[config.mk]
export PLATFORM = sky130hd
export DESIGN_NAME = keystream_arbiter_ctrl
export DESIGN_NICKNAME = d
export VERILOG_FILES = /design/src/rtl/keystream_arbiter_ctrl.sv
export SDC_FILE = /design/constraint.sdc
export NUM_CORES = 1
export LEC_CHECK = 0
export ABC_AREA = 1
export CORE_MARGIN = 2
export CORE_UTILIZATION = 46
export CTS_CLUSTER_DIAMETER = 100
export DETAILED_ROUTE_END_ITERATION = 10
export PLACE_DENSITY = 0.87
export SKIP_CTS_REPAIR_TIMING = 1
export SYNTH_ARGS = -nofsm -noshare
export SYNTH_HDL_FRONTEND = slang
export SYNTH_SLANG_ARGS = --single-unit
[constraint.sdc]
create_clock -name clk -period 4.7 [get_ports clk]
set_input_delay 0.47 -clock clk [delete_from_list [all_inputs] [get_ports clk]]
set_output_delay 0.47 -clock clk [all_outputs]
set_load 0.02 [all_outputs]
[src/rtl/keystream_arbiter_ctrl.sv]
// rtl/keystream_arbiter_ctrl.sv - shared LFSR keystream with round-robin block arbitration
module keystream_arbiter_ctrl #(
    parameter int               WIDTH  = 64,
    parameter int               WARMUP = 16,
    parameter logic [WIDTH-1:0] SEED   = 64'hACE1_0001
) (
    input  logic             clk,
    input  logic             rst,
    input  logic             seed_load,
    input  logic [WIDTH-1:0] seed_val,
    input  logic             req0_valid,
    input  logic [WIDTH-1:0] req0_data,
    output logic             req0_ready,
    input  logic             req1_valid,
    input  logic [WIDTH-1:0] req1_data,
    output logic             req1_ready,
    output logic             out_valid,
    output logic [WIDTH-1:0] out_data,
    output logic             out_id,
    input  logic             out_ready,
    output logic             busy
);

    localparam int CW = (WARMUP < 1) ? 1 : $clog2(WARMUP + 1);
    localparam logic [CW-1:0] WARM_LAST = CW'(WARMUP);
    localparam logic [CW-1:0] WARM_PRE  = CW'(WARMUP - 1);

    typedef enum logic {WARM, RUN} state_t;

    state_t           state, state_nxt;
    logic [WIDTH-1:0] lfsr, lfsr_nxt;
    logic [CW-1:0]    warm_cnt, warm_cnt_nxt;
    logic             rr_ptr;
    logic             slot_free;
    logic             accept;
    logic             winner;
    logic [WIDTH-1:0] sel_data;

    function automatic logic [WIDTH-1:0] lfsr_step(input logic [WIDTH-1:0] s);
        return {s[WIDTH-2:0], s[63] ^ s[62] ^ s[60] ^ s[59]};
    endfunction

    always_ff @(posedge clk or posedge rst) begin
        if (rst) begin
            state    <= WARM;
            lfsr     <= SEED;
            warm_cnt <= '0;
        end else begin
            state    <= state_nxt;
            lfsr     <= lfsr_nxt;
            warm_cnt <= warm_cnt_nxt;
        end
    end

    always_comb begin
        state_nxt    = state;
        lfsr_nxt     = lfsr;
        warm_cnt_nxt = warm_cnt;

        // seed_load suppresses the grant so no keystream word is spent on a discarded result
        slot_free = (state == RUN) && !seed_load && (!out_valid || out_ready);
        winner    = (req0_valid && req1_valid) ? rr_ptr : req1_valid;
        accept    = slot_free && (req0_valid || req1_valid);
        req0_ready = accept && !winner;
        req1_ready = accept && winner;
        sel_data   = winner ? req1_data : req0_data;

        if (seed_load) begin
            lfsr_nxt     = (seed_val == '0) ? SEED : seed_val;
            warm_cnt_nxt = '0;
            state_nxt    = WARM;
        end else begin
            case (state)
                WARM: begin
                    if (warm_cnt == WARM_LAST) begin
                        state_nxt = RUN;
                    end else begin
                        lfsr_nxt     = lfsr_step(lfsr);
                        warm_cnt_nxt = warm_cnt + 1'b1;
                        if (warm_cnt == WARM_PRE) begin
                            state_nxt = RUN;
                        end
                    end
                end
                RUN: begin
                    if (accept) begin
                        lfsr_nxt = lfsr_step(lfsr);
                    end
                end
                default: state_nxt = WARM;
            endcase
        end
    end

    always_ff @(posedge clk or posedge rst) begin
        if (rst) begin
            out_valid <= 1'b0;
            out_data  <= '0;
            out_id    <= 1'b0;
            rr_ptr    <= 1'b0;
        end else if (seed_load) begin
            out_valid <= 1'b0;
        end else if (accept) begin
            out_valid <= 1'b1;
            out_data  <= sel_data ^ lfsr;
            out_id    <= winner;
            rr_ptr    <= !winner;
        end else if (out_ready) begin
            out_valid <= 1'b0;
        end
    end

    assign busy = (state == WARM);

endmodule

==> flow_summary.json <==
{
  "tns_ns": 0,
  "ys_types": 26,
  "ys_ff_latch": 137,
  "cts.sinks": 137,
  "r2r_end": "out_data[51]",
  "min_path_type": "reg -> reg",
  "cts_buffers": 17,
  "grt_overflow": 0,
  "path_max_fanout": 77,
  "ff2ff_path_depth": 8,
  "final.period_utilization_pct": 60.9,
  "rr_startpoint": "rr_ptr",
  "fillCellCount": 1287,
  "cts_tree": "yes",
  "fp.dieW_um": 131,
  "htreeDepth": 4,
  "drc": 0,
  "cts.path.max_buffers": 2,
  "synth_nets": 1177,
  "cap_violations": 0,
  "io_buffers": 266,
  "worstSetupPathType": "in -> out",
  "start_util_pct": 46.9,
  "timing.fmax_mhz": 349,
  "final_common_cell": "nand2_1",
  "avgSynthCellArea_sq_um": 7.56,
  "wl_per_cell_um": 14.0,
  "clk_pin_slew_worst_paths_ns": 0.05,
  "routed_wl_um": 20200,
  "grt_pass1_vias": 6572,
  "status": "completed",
  "dpl_cell_area_sq_mm": 0.0101,
  "drtIter0Drc": 396,
  "yosys.area.top_type": "dfrtp_1",
  "grt_max_degree": 108,
  "fin_crit_ns": 2.86,
  "clock_skew_ns": 0.00959,
  "powerDensity_mw_per_mm2": 357,
  "critPathLaunch": "req0_valid",
  "setup_viol_count_final": 0,
  "slew_headroom_pct": 35.3,
  "syn_to_final_growth_pct": 45.0,
  "seq_area_frac_synth_pct": 46.5,
  "vias_per_cell": 4.92,
  "drive_gt1_share_pct": 4.40,
  "ant_nets": 0,
  "hold_viol": 0,
  "ys_warn_count": 0,
  "reg2reg_setup_slack_ns": 2.40,
  "dr.pass1.iters": 5,
  "tightestPinTransition_ns": 0.970,
  "synth_area_leaders": "dfrtp_1, nand2_1, xor2_1, nor2_1, o21ai_1",
  "die_area_sq_mm": 0.0171,
  "slew_viol_final": 0,
  "grt_pass1_wl_um": 31600,
  "hold_ws_ns": 0.483,
  "leakage_nw": 5.03,
  "syn_inst": 977,
  "pin_count": 267,
  "vias": 7098,
  "synth_top_area_share_pct": 43.3,
  "syn_area_sq_mm": 0.00739,
  "die_y_um": 131,
  "insertion_delay_ns": 0.42,
  "arrival_ns": 2.39,
  "critical_path.startpoint_type": "input port",
  "peakVddDrop_uv": 266,
  "crit_path_end": "req1_ready",
  "end_kind": "output port",
  "fp-row-count": 46,
  "dp_hpwl_um": 14400,
  "coreArea_sq_mm": 0.0158,
  "final_cell_mix": "nand2_1, clkdlybuf4s50_1, dfrtp_1",
  "rsz0062_at_grt": "false",
  "antenna_found_initial": 0,
  "track_usage_pct": 23.7,
  "place.gp.congestion": 0.808,
  "cts_root_buffer": "clkbuf_16",
  "crit_required_ns": 4.23,
  "finalInstanceArea_sq_mm": 0.0107,
  "nets": 1414
}
[cells in the mapped netlist, drive strengths merged]
cell,number
nand2,303
o21ai,138
dfrtp,128
nor2,128
inv,77
xor2,65
a31oi,53
buf,33
clkbuf,23
dfstp,9
nand3,7
a21oi,3
ha,2
nor3,2
and3,1
nand2b,1
nor3b,1
o211ai,1
o41ai,1
xnor2,1
[through the flow]
stage | util [%] | instances | worst slack, ns | power (W)
2_1_floorplan | - | 977 | 0.577 | 0.00196
3_3_place_gp | 64.1 | 1411 | 1.86 | 0.00242
3_5_place_dp | 64.1 | 1411 | 1.78 | 0.00246
4_1_cts | 67.9 | 1443 | 1.83 | 0.00385
5_1_grt | 67.9 | 1443 | 1.70 | 0.00401
6_report | 67.9 | 1444 | 1.84 | 0.00382
[cells by family after synthesis]
group | share of synthesized area (%)
xor gates and xnor gates | 7.82
AOI/OAI and AO/OA | 14.4
buffers and inverters | 7.92
adders and majority gates | 0.339
DFF | 46.5
and+or+nand+nor | 22.9
[flip-flops by register name, summed over array words and instances, names as in the netlist]
signal     flops
lfsr          64
out_data      64
warm_cnt       5
out_id         1
out_valid      1
rr_ptr         1
state          1
[layer usage]
metal	vias to the layer above	GRT usage, %	share of wire [%]
met3	33	5.50	6.7
li1	3578	-	-
met1	3226	29.5	42
met5	-	0	0
met4	0	9.64	2.7
met2	261	40.1	49
[how the worst min path moves through the flow]
stage | from | endpoint | slack (ns) | cells after the start
3_5_place_dp | out_data[49] | out_data[49] | 0.47 | 2
3_3_place_gp | out_data[22] | out_data[22] | 0.47 | 2
2_1_floorplan | lfsr[21] | lfsr[21] | 0.46 | 2
6_report | out_data[53] | out_data[53] | 0.48 | 2
4_1_cts | out_data[53] | out_data[53] | 0.49 | 2
5_1_grt | out_data[9] | out_data[9] | 0.51 | 2
[critical path: stages]
cell and delay, ns:
clkdlybuf4s50_1 0.46, nand2_1 0.16, nand2_4 0.39, nor2_1 0.27, clkdlybuf4s50_1 0.63
[cell type report]
| cell class | instances | area [sq um] | share of cell area [%] |
|---|---|---|---|
| antenna | 1 | 2.50 | 0.0234 |
| clock buffer | 25 | 495 | 4.62 |
| clock inverter | 7 | 114 | 1.06 |
| inverter | 77 | 294 | 2.74 |
| multi-input combinational | 707 | 3380 | 31.6 |
| sequential | 137 | 3440 | 32.1 |
| tap | 216 | 270 | 2.52 |
| timing repair buffer | 274 | 2720 | 25.4 |
[power by group]
part	internal, W	switching, W	total [W]
combinational	0.000493	0.000463	0.000956
sequential	0.00135	0.000123	0.00148
clock	0.000890	0.000498	0.00139
total	0.00274	0.00108	0.00382
No activity file was read; power rests on OpenSTA's default activity.
